**config.mk**
```make
export PLATFORM = sky130hd
export DESIGN_NAME = seg_scan_driver
export DESIGN_NICKNAME = d
export VERILOG_FILES = /design/src/rtl/seg_pkg.sv /design/src/rtl/seg_scan_driver_hex_to_seg7.sv /design/src/rtl/seg_scan_driver.sv
export SDC_FILE = /design/constraint.sdc
export NUM_CORES = 1
export LEC_CHECK = 0
export CAP_MARGIN = 20
export CORE_ASPECT_RATIO = 0.9
export CORE_MARGIN = 1.5
export CORE_UTILIZATION = 25
export CTS_CLUSTER_DIAMETER = 40
export DETAILED_ROUTE_END_ITERATION = 10
export DONT_BUFFER_PORTS = 1
export HOLD_SLACK_MARGIN = 0.03
export SLEW_MARGIN = 20
export SYNTH_ARGS = -nofsm -noshare
export SYNTH_HDL_FRONTEND = slang
export SYNTH_SLANG_ARGS = --single-unit
```
**constraint.sdc**
```tcl
create_clock -name clk -period 7.1 [get_ports clk]
set_input_delay 2.13 -clock clk [delete_from_list [all_inputs] [get_ports clk]]
set_output_delay 2.13 -clock clk [all_outputs]
set_load 0.05 [all_outputs]
```
**src/rtl/seg_pkg.sv**
```systemverilog
// Shared constants for the scanned 7-segment driver: glyph table, blank pattern, digit limit.
// Combinational constants only; no latency, no flow control.
package seg_pkg;

  localparam int MAX_DIGITS = 8;

  localparam logic [6:0] SEG_OFF = 7'b1111111;

  // Active-low {g,f,e,d,c,b,a}; entry n is the glyph for hex nibble n.
  localparam logic [15:0][6:0] GLYPH_TABLE = {
    7'b0001110, 7'b0000110, 7'b0100001, 7'b1000110,  // F E d C
    7'b0000011, 7'b0001000, 7'b0010000, 7'b0000000,  // b A 9 8
    7'b1111000, 7'b0000010, 7'b0010010, 7'b0011001,  // 7 6 5 4
    7'b0110000, 7'b0100100, 7'b1111001, 7'b1000000   // 3 2 1 0
  };

  typedef enum logic {
    SLOT_BLANK = 1'b0,
    SLOT_DRIVE = 1'b1
  } slot_state_t;

endpackage

```
**src/rtl/seg_scan_driver_hex_to_seg7.sv**
```systemverilog
// Nibble to active-low 7-segment glyph lookup.
// Purely combinational; no flow control.
module hex_to_seg7
  import seg_pkg::*;
(
  input  logic [3:0] nibble,
  output logic [6:0] seg
);

  assign seg = GLYPH_TABLE[nibble];

endmodule

```
**src/rtl/seg_scan_driver.sv**
```systemverilog
// Scanned multi-digit 7-segment driver with dead time, leading-zero blanking and tear-free frames.
// Outputs registered, 1 cycle behind the scan counters; no backpressure, scan free-runs while EN=1.
module seg_scan_driver
  import seg_pkg::*;
#(
  parameter int NUM_DIGITS = 4,
  parameter int CLK_DIV    = 1000,
  parameter int BLANK_CYC  = 16
) (
  input  logic                    clk,
  input  logic                    rst,
  input  logic                    EN,
  input  logic                    load,
  input  logic [4*NUM_DIGITS-1:0] data_in,
  input  logic [NUM_DIGITS-1:0]   dp_in,
  input  logic                    blank_lz,
  output logic [6:0]              seg_out,
  output logic                    dp_out,
  output logic [NUM_DIGITS-1:0]   dig_sel,
  output logic                    frame_tick
);

  localparam int PW = (CLK_DIV > 1) ? $clog2(CLK_DIV) : 1;
  localparam int DW = (NUM_DIGITS > 1) ? $clog2(NUM_DIGITS) : 1;
  localparam logic [PW-1:0] P_LAST  = PW'(CLK_DIV - 1);
  localparam logic [PW-1:0] P_BLANK = PW'(BLANK_CYC);
  localparam logic [DW-1:0] D_LAST  = DW'(NUM_DIGITS - 1);
  localparam slot_state_t   SLOT_FIRST = (BLANK_CYC > 0) ? SLOT_BLANK : SLOT_DRIVE;

  logic [PW-1:0]           phase, phase_nxt;
  logic [DW-1:0]           digit, digit_nxt;
  slot_state_t             state, state_nxt;
  logic [4*NUM_DIGITS-1:0] shadow_data, vis_data, cur_data;
  logic [NUM_DIGITS-1:0]   shadow_dp, vis_dp, cur_dp, upper_zero;
  logic                    frame_start;
  logic [3:0]              cur_nibble;
  logic [6:0]              glyph;
  logic [6:0]              seg_nxt;
  logic                    dp_nxt;
  logic [NUM_DIGITS-1:0]   sel_nxt;
  logic                    tick_nxt;

  assign frame_start = EN && (phase == '0) && (digit == '0);

  always_comb begin
    phase_nxt = '0;
    digit_nxt = '0;
    if (EN) begin
      phase_nxt = (phase == P_LAST) ? '0 : phase + 1'b1;
      digit_nxt = digit;
      if (phase == P_LAST) begin
        digit_nxt = (digit == D_LAST) ? '0 : digit + 1'b1;
      end
    end
  end

  always_ff @(posedge clk) begin
    if (rst) begin
      phase <= '0;
      digit <= '0;
    end else begin
      phase <= phase_nxt;
      digit <= digit_nxt;
    end
  end

  // Slot state tracks the phase counter, so it is derived from the next phase.
  always_ff @(posedge clk) begin
    if (rst) state <= SLOT_FIRST;
    else     state <= state_nxt;
  end

  always_comb begin
    state_nxt = (phase_nxt < P_BLANK) ? SLOT_BLANK : SLOT_DRIVE;
  end

  always_ff @(posedge clk) begin
    if (rst) begin
      shadow_data <= '0;
      shadow_dp   <= '0;
      vis_data    <= '0;
      vis_dp      <= '0;
    end else begin
      if (load) begin
        shadow_data <= data_in;
        shadow_dp   <= dp_in;
      end
      if (frame_start) begin
        vis_data <= shadow_data;
        vis_dp   <= shadow_dp;
      end
    end
  end

  // Bypass so the copy cycle already shows the new frame's data (matters when BLANK_CYC=0).
  assign cur_data   = frame_start ? shadow_data : vis_data;
  assign cur_dp     = frame_start ? shadow_dp   : vis_dp;
  assign cur_nibble = cur_data[4*digit +: 4];

  always_comb begin : lz_scan
    logic run_zero;
    run_zero   = 1'b1;
    upper_zero = '0;
    for (int i = NUM_DIGITS - 1; i >= 0; i--) begin
      run_zero      = run_zero & (cur_data[4*i +: 4] == 4'h0);
      upper_zero[i] = run_zero;
    end
  end

  hex_to_seg7 u_hex_to_seg7 (
    .nibble (cur_nibble),
    .seg    (glyph)
  );

  always_comb begin
    seg_nxt  = SEG_OFF;
    dp_nxt   = 1'b1;
    sel_nxt  = '1;
    tick_nxt = 1'b0;
    if (EN) begin
      tick_nxt = frame_start;
      if (state == SLOT_DRIVE) begin
        sel_nxt = ~(NUM_DIGITS'(1) << digit);
        seg_nxt = (blank_lz && (digit != '0) && upper_zero[digit]) ? SEG_OFF : glyph;
        dp_nxt  = ~cur_dp[digit];
      end
    end
  end

  always_ff @(posedge clk) begin
    if (rst) begin
      seg_out    <= SEG_OFF;
      dp_out     <= 1'b1;
      dig_sel    <= '1;
      frame_tick <= 1'b0;
    end else begin
      seg_out    <= seg_nxt;
      dp_out     <= dp_nxt;
      dig_sel    <= sel_nxt;
      frame_tick <= tick_nxt;
    end
  end

endmodule

```
Word-level counts from Yosys, hierarchy flattened
Memory sizes are Yosys's and may differ from the RTL's. A register that Yosys moved wholly into a read port is not among the register bits.
Index checks and enable logic that the tools add are counted.
{ "totals": {"reg_bits": 59, "memories": 1, "romBits": 112} }
{ "op_classes": {"reduce_logical": 14, "n_addsub": 2, "magnitude_cmp": 2, "eq_ne": 2, "bitwise": 7, "muxes": 10, "shift": 2} }
{ "mem_list": {"columns": ["memory", "depth", "word_bits", "rd", "rd_ports_with_merged_regs", "wr", "line_no", "rtl"], "rows": [
  ["(no name shown)", 16, 7, 1, 1, 0, "seg_scan_driver_hex_to_seg7.sv:10", "assign seg = GLYPH_TABLE[nibble];"]
]} }
{ "ops": {"columns": ["operator", "count"], "rows": [
  ["$mux 10", 2],
  ["$logic_not 4->1", 4],
  ["$mux 16", 1],
  ["$shiftx 16x5->4", 1],
  ["$add 10x1->10 const B", 1],
  ["$eq 10x10->1 const B", 1],
  ["$logic_not 10->1", 1],
  ["$lt 10x5->1 const B", 1],
  ["$bmux 1 s2", 2],
  ["$logic_and 1x1->1", 4],
  ["$mux 4", 1],
  ["$not 4->4", 1],
  ["$reduce_or 4->1", 1],
  ["$shl 1x2->4 const A", 1],
  ["$and 1x1->1", 3],
  ["$lt 2x3->1 const B", 1],
  ["$mux 1", 3],
  ["$not 1->1", 3],
  ["$reduce_or 3->1", 1],
  ["$add 2x1->2 const B", 1],
  ["$eq 2x2->1 const B", 1],
  ["$logic_not 2->1", 1],
  ["$mux 2", 1],
  ["$reduce_bool 2->1", 1],
  ["$reduce_or 2->1", 1]
]} }

Longest topological paths before layout
{ "depth": {"ltp_word": 12, "ltp_mapped": 13, "mapped_depth_nobuf": 10} }

Cells and area by module
A second synthesis with hierarchy kept.
{ "unflattened": {"hier_cells": 356, "hier_area_um2": 3229.3} }
{ "by_module_without_submodules": {"columns": ["module", "area_per_inst_um2", "n_inst", "cells_each", "seq_area_each_um2"], "rows": [
  ["seg_scan_driver", 2954.1, 1, 324, 1321.3],
  ["hex_to_seg7", 275.3, 1, 32, 0.0]
]} }

Worst setup path before layout
Ideal clock, no wire load.
{ "synth_timing": {"kind": "in2reg", "from": "input EN", "to": "register seg_out[2]", "setup_ns": 0.073, "cell_stages": 8, "slack_ns": 3.087, "path_buffers": 1, "arrival_time_ns": 3.939, "required_time_ns": 7.027, "cell_sequence": "and4b_1 > nand4_4 > buf_2 > mux2i_1 > inv_1 > ha_1 > or3_1 > o211ai_2"} }
{ "synth_via": {"elab_chain_len": 11, "elab_cells_between_ends": 16, "classes_between": "shift: 1; mux: 3; bitwise: 4; reduce/logical: 8"} }
{ "synth_lines": {"columns": ["item", "line_no", "rtl"], "rows": [
  ["start: declaration", "seg_scan_driver.sv:12", "input logic EN,"],
  ["$logic_and 1x1->1 (2 in series)", "seg_scan_driver.sv:43", "assign frame_start = EN && (phase == '0) && (digit == '0);"],
  ["$mux 16", null, null],
  ["$logic_not 4->1", "seg_scan_driver.sv:105", "run_zero = run_zero & (cur_data[4*i +: 4] == 4'h0);"],
  ["$and 1x1->1 (3 in series)", "seg_scan_driver.sv:105", null],
  ["$bmux 1 s2", "seg_scan_driver.sv:124", "seg_nxt = (blank_lz && (digit != '0) && upper_zero[digit]) ? SEG_OFF : glyph;"],
  ["$mux 1 (not written as such)", "seg_scan_driver.sv:124", null],
  ["$logic_and 1x1->1", "seg_scan_driver.sv:124", null],
  ["$reduce_or 4->1 (no source line)", null, null],
  ["end: declaration", "seg_scan_driver.sv:17", "output logic [6:0] seg_out,"]
]} }
Parallel ways exist; a longest one is shown, timed or not. The select of a mux whose other input is x is not followed.
A chain may end at the register's enable or synchronous reset.

Worst setup path in the final report
{ "layout_timing": {"from": "input EN", "to": "register seg_out[5]"} }
Same word-level chain as after synthesis.

==> results.cfg <==
[outcome]
status = finished clean

[final_layout]
final_cell_mix = dfxtp_1 (66), nor2_1 (55), mux2i_1 (53), nand2_1 (16), ha_1 (12)
fill_cells = 1189
mostFrequentLayoutCell = dfxtp_1
diodes = 0
syn_to_final_growth_pct = 14.4
final_layout_size_suffix_gt1_share_pct = 9.73
final_util_pct = 29.9
nets = 330
fin_cells = 454

[cts]
clk_pin_slew_ps = 60
cts_hold_buf = 0
htreeDepth = 3
cts_root_buffer = clkbuf_16
cts_setup_buffers = 0
cts.path.max_buffers = 2
cts_buffers = 9
cts_tree = yes
postCtsResizedCells = 0
cts_sinks = 66
insertion_delay_ps = 330

[route]
dr.pass1.iters = 4
detailroute.via_count = 2118
drt_iter0_drc = 76
wl_per_cell_um = 14.4
drc_errors = 0
detail-route-antenna-nets = 0
vias_per_cell = 4.67
wirelength_um = 6530

[synthesis]
synth-edff-count = 0
ys_dominant_reg_cell = dfxtp_1
avgSynthCellArea_um2 = 10.1
yosys_warnings = 0
synthCells = 299
synth_top_area_share_pct = 43.5
synth-seq-cells = 66
seq_area_frac_synth_pct = 43.5
syn-num-nets = 336
synth_area_leader_cell = dfxtp_1
synth_cell_types = 43
netlist_area_um2 = 3030
synth_area_leaders = dfxtp_1 (44%), mux2i_1 (17%), nor2_1 (6.8%)
synthArstFlopShare_pct = 0

[timing]
fin_crit_sh_pct = 60.9
fin_worst_skew_ps = 6.46
fin_setup_tns_ps = 0
hold_violations = 0
fmax_mhz = 231
period_needed_ps = 4320
tightest_slew_ps = 785
slew_violations = 0
finalSetupViolations = 0
rsz0062_at_grt = no
relSlewSlack_pct = 47.6

[worst_setup_path]
cp_max_fo = 32
cp_data_required_time_ps = 7290
cp-end-kind = register
rr_worst_depth = 10
critPathLaunchType = input pin
critPathKind = input pin to register
worstPathArrival_ps = 4510
reg2reg_from = digit[0]
reg2reg_slack_ps = 3430
reg2reg_to = seg_out[5]

[power]
fin_total_pwr_uw = 935
irDropWorstVdd_mv = 0.177
p_leak_uw = 0.00139
p_per_area_nw_per_um2 = 269

[floorplanning]
core_area_um2 = 11600
io_pins = 38
start_util_pct = 26.1
dieArea_um2 = 12800
die_x_um = 119
rows = 37
die_h_um = 108

[global_routing]
grt_max_degree = 43
grt_pass1_wl_um = 11000
grt_overflow_total = 0
grt_usage_pct = 11.0
antenna_found_initial = 0
grt_pass1_vias = 2093

[place]
dp_hpwl_um = 4790
io_buffer_count = 0
dp_cells = 438
place_congestion = 0.832

[min_path]
hold_class = register to register
hold_start = phase[0]
hold_end = phase[0]
hold_depth = 1

[job]
maxCapViolations = 0
worst max-delay path: stages:
cell	delay [ps]
and4b_1	230
nand4_4	580
mux2i_1	720
inv_1	170
ha_1	240
nor2b_1	160
a21oi_1	150
o221ai_1	130
power by group:
part           internal, µW  total, µW  switching, µW
Combinational          29.1       59.3           30.3
Sequential              382        394           12.2
Clock                   310        481            171
worst max path at each step:
stage / from / end
after floorplan: EN / seg_out[2]
after detailed placement: EN / seg_out[5]
final: EN / seg_out[5]
after global routing: EN / seg_out[5]
after global placement: EN / seg_out[5]
after CTS: EN / seg_out[5]
per-stage QoR:
stage	setup slack, ps	hold slack, ps	area (µm²)
detailed placement	2440	476	3150
global route	2520	513	3470
finish	2780	477	3470
global placement	2510	447	3150
floorplan	3090	430	3030
CTS	2780	489	3470
layout make-up:
cell class                      count  area (µm²)  area share [%]
Sequential cell                    66        1320            38.1
Inverter                            7        26.3           0.757
Tap cell                          156         195            5.62
Multi-Input combinational cell    209        1600            46.2
Clock buffer                        9         225            6.49
Clock inverter                      7         101            2.92
synthesized netlist by cell type, types with 2 or more instances:
library cell and number:
nor2_1 55, xor2_1 3, clkbuf_1 10, nand3_1 7, dfxtp_1 66, o221ai_1 4, a311oi_1 2, o211ai_1 3
xnor2_1 5, buf_4 2, buf_2 4, a21oi_1 4, and3_1 5, nor2b_1 2, or3_1 2, inv_1 6
nand2_1 16, nor4_1 8, mux2i_1 53, mux4_2 5, ha_1 12, nand2b_1 4
registers in the layout, indices dropped and copies added (netlist names):
name	count
dig_sel	4
digit	2
dp_out	1
frame_tick	1
phase	10
seg_out	7
shadow_data	16
shadow_dp	4
state	1
vis_data	16
vis_dp	4
kinds of logic after synthesis:
| kind of cell | count (synthesis) | share of synthesized area, % |
|---|---|---|
| multiplexers | 61 | 23.2 |
| buffers and inverters | 24 | 3.63 |
| flip-flops | 66 | 43.5 |
| AND/OR/NAND/NOR | 107 | 16.6 |
| XOR/XNOR | 8 | 2.31 |
| adder cells (fa/ha/maj) | 12 | 4.95 |
| AO/OA/AOI/OAI | 21 | 5.77 |
per-layer routing:
metal | track usage, % | wire length, µm
met5 | 0 | 0
met4 | 4.65 | 93
met3 | 3.44 | 375
met2 | 16.0 | 2780
met1 | 15.0 | 3280
Power figures use the tool's default switching activity.
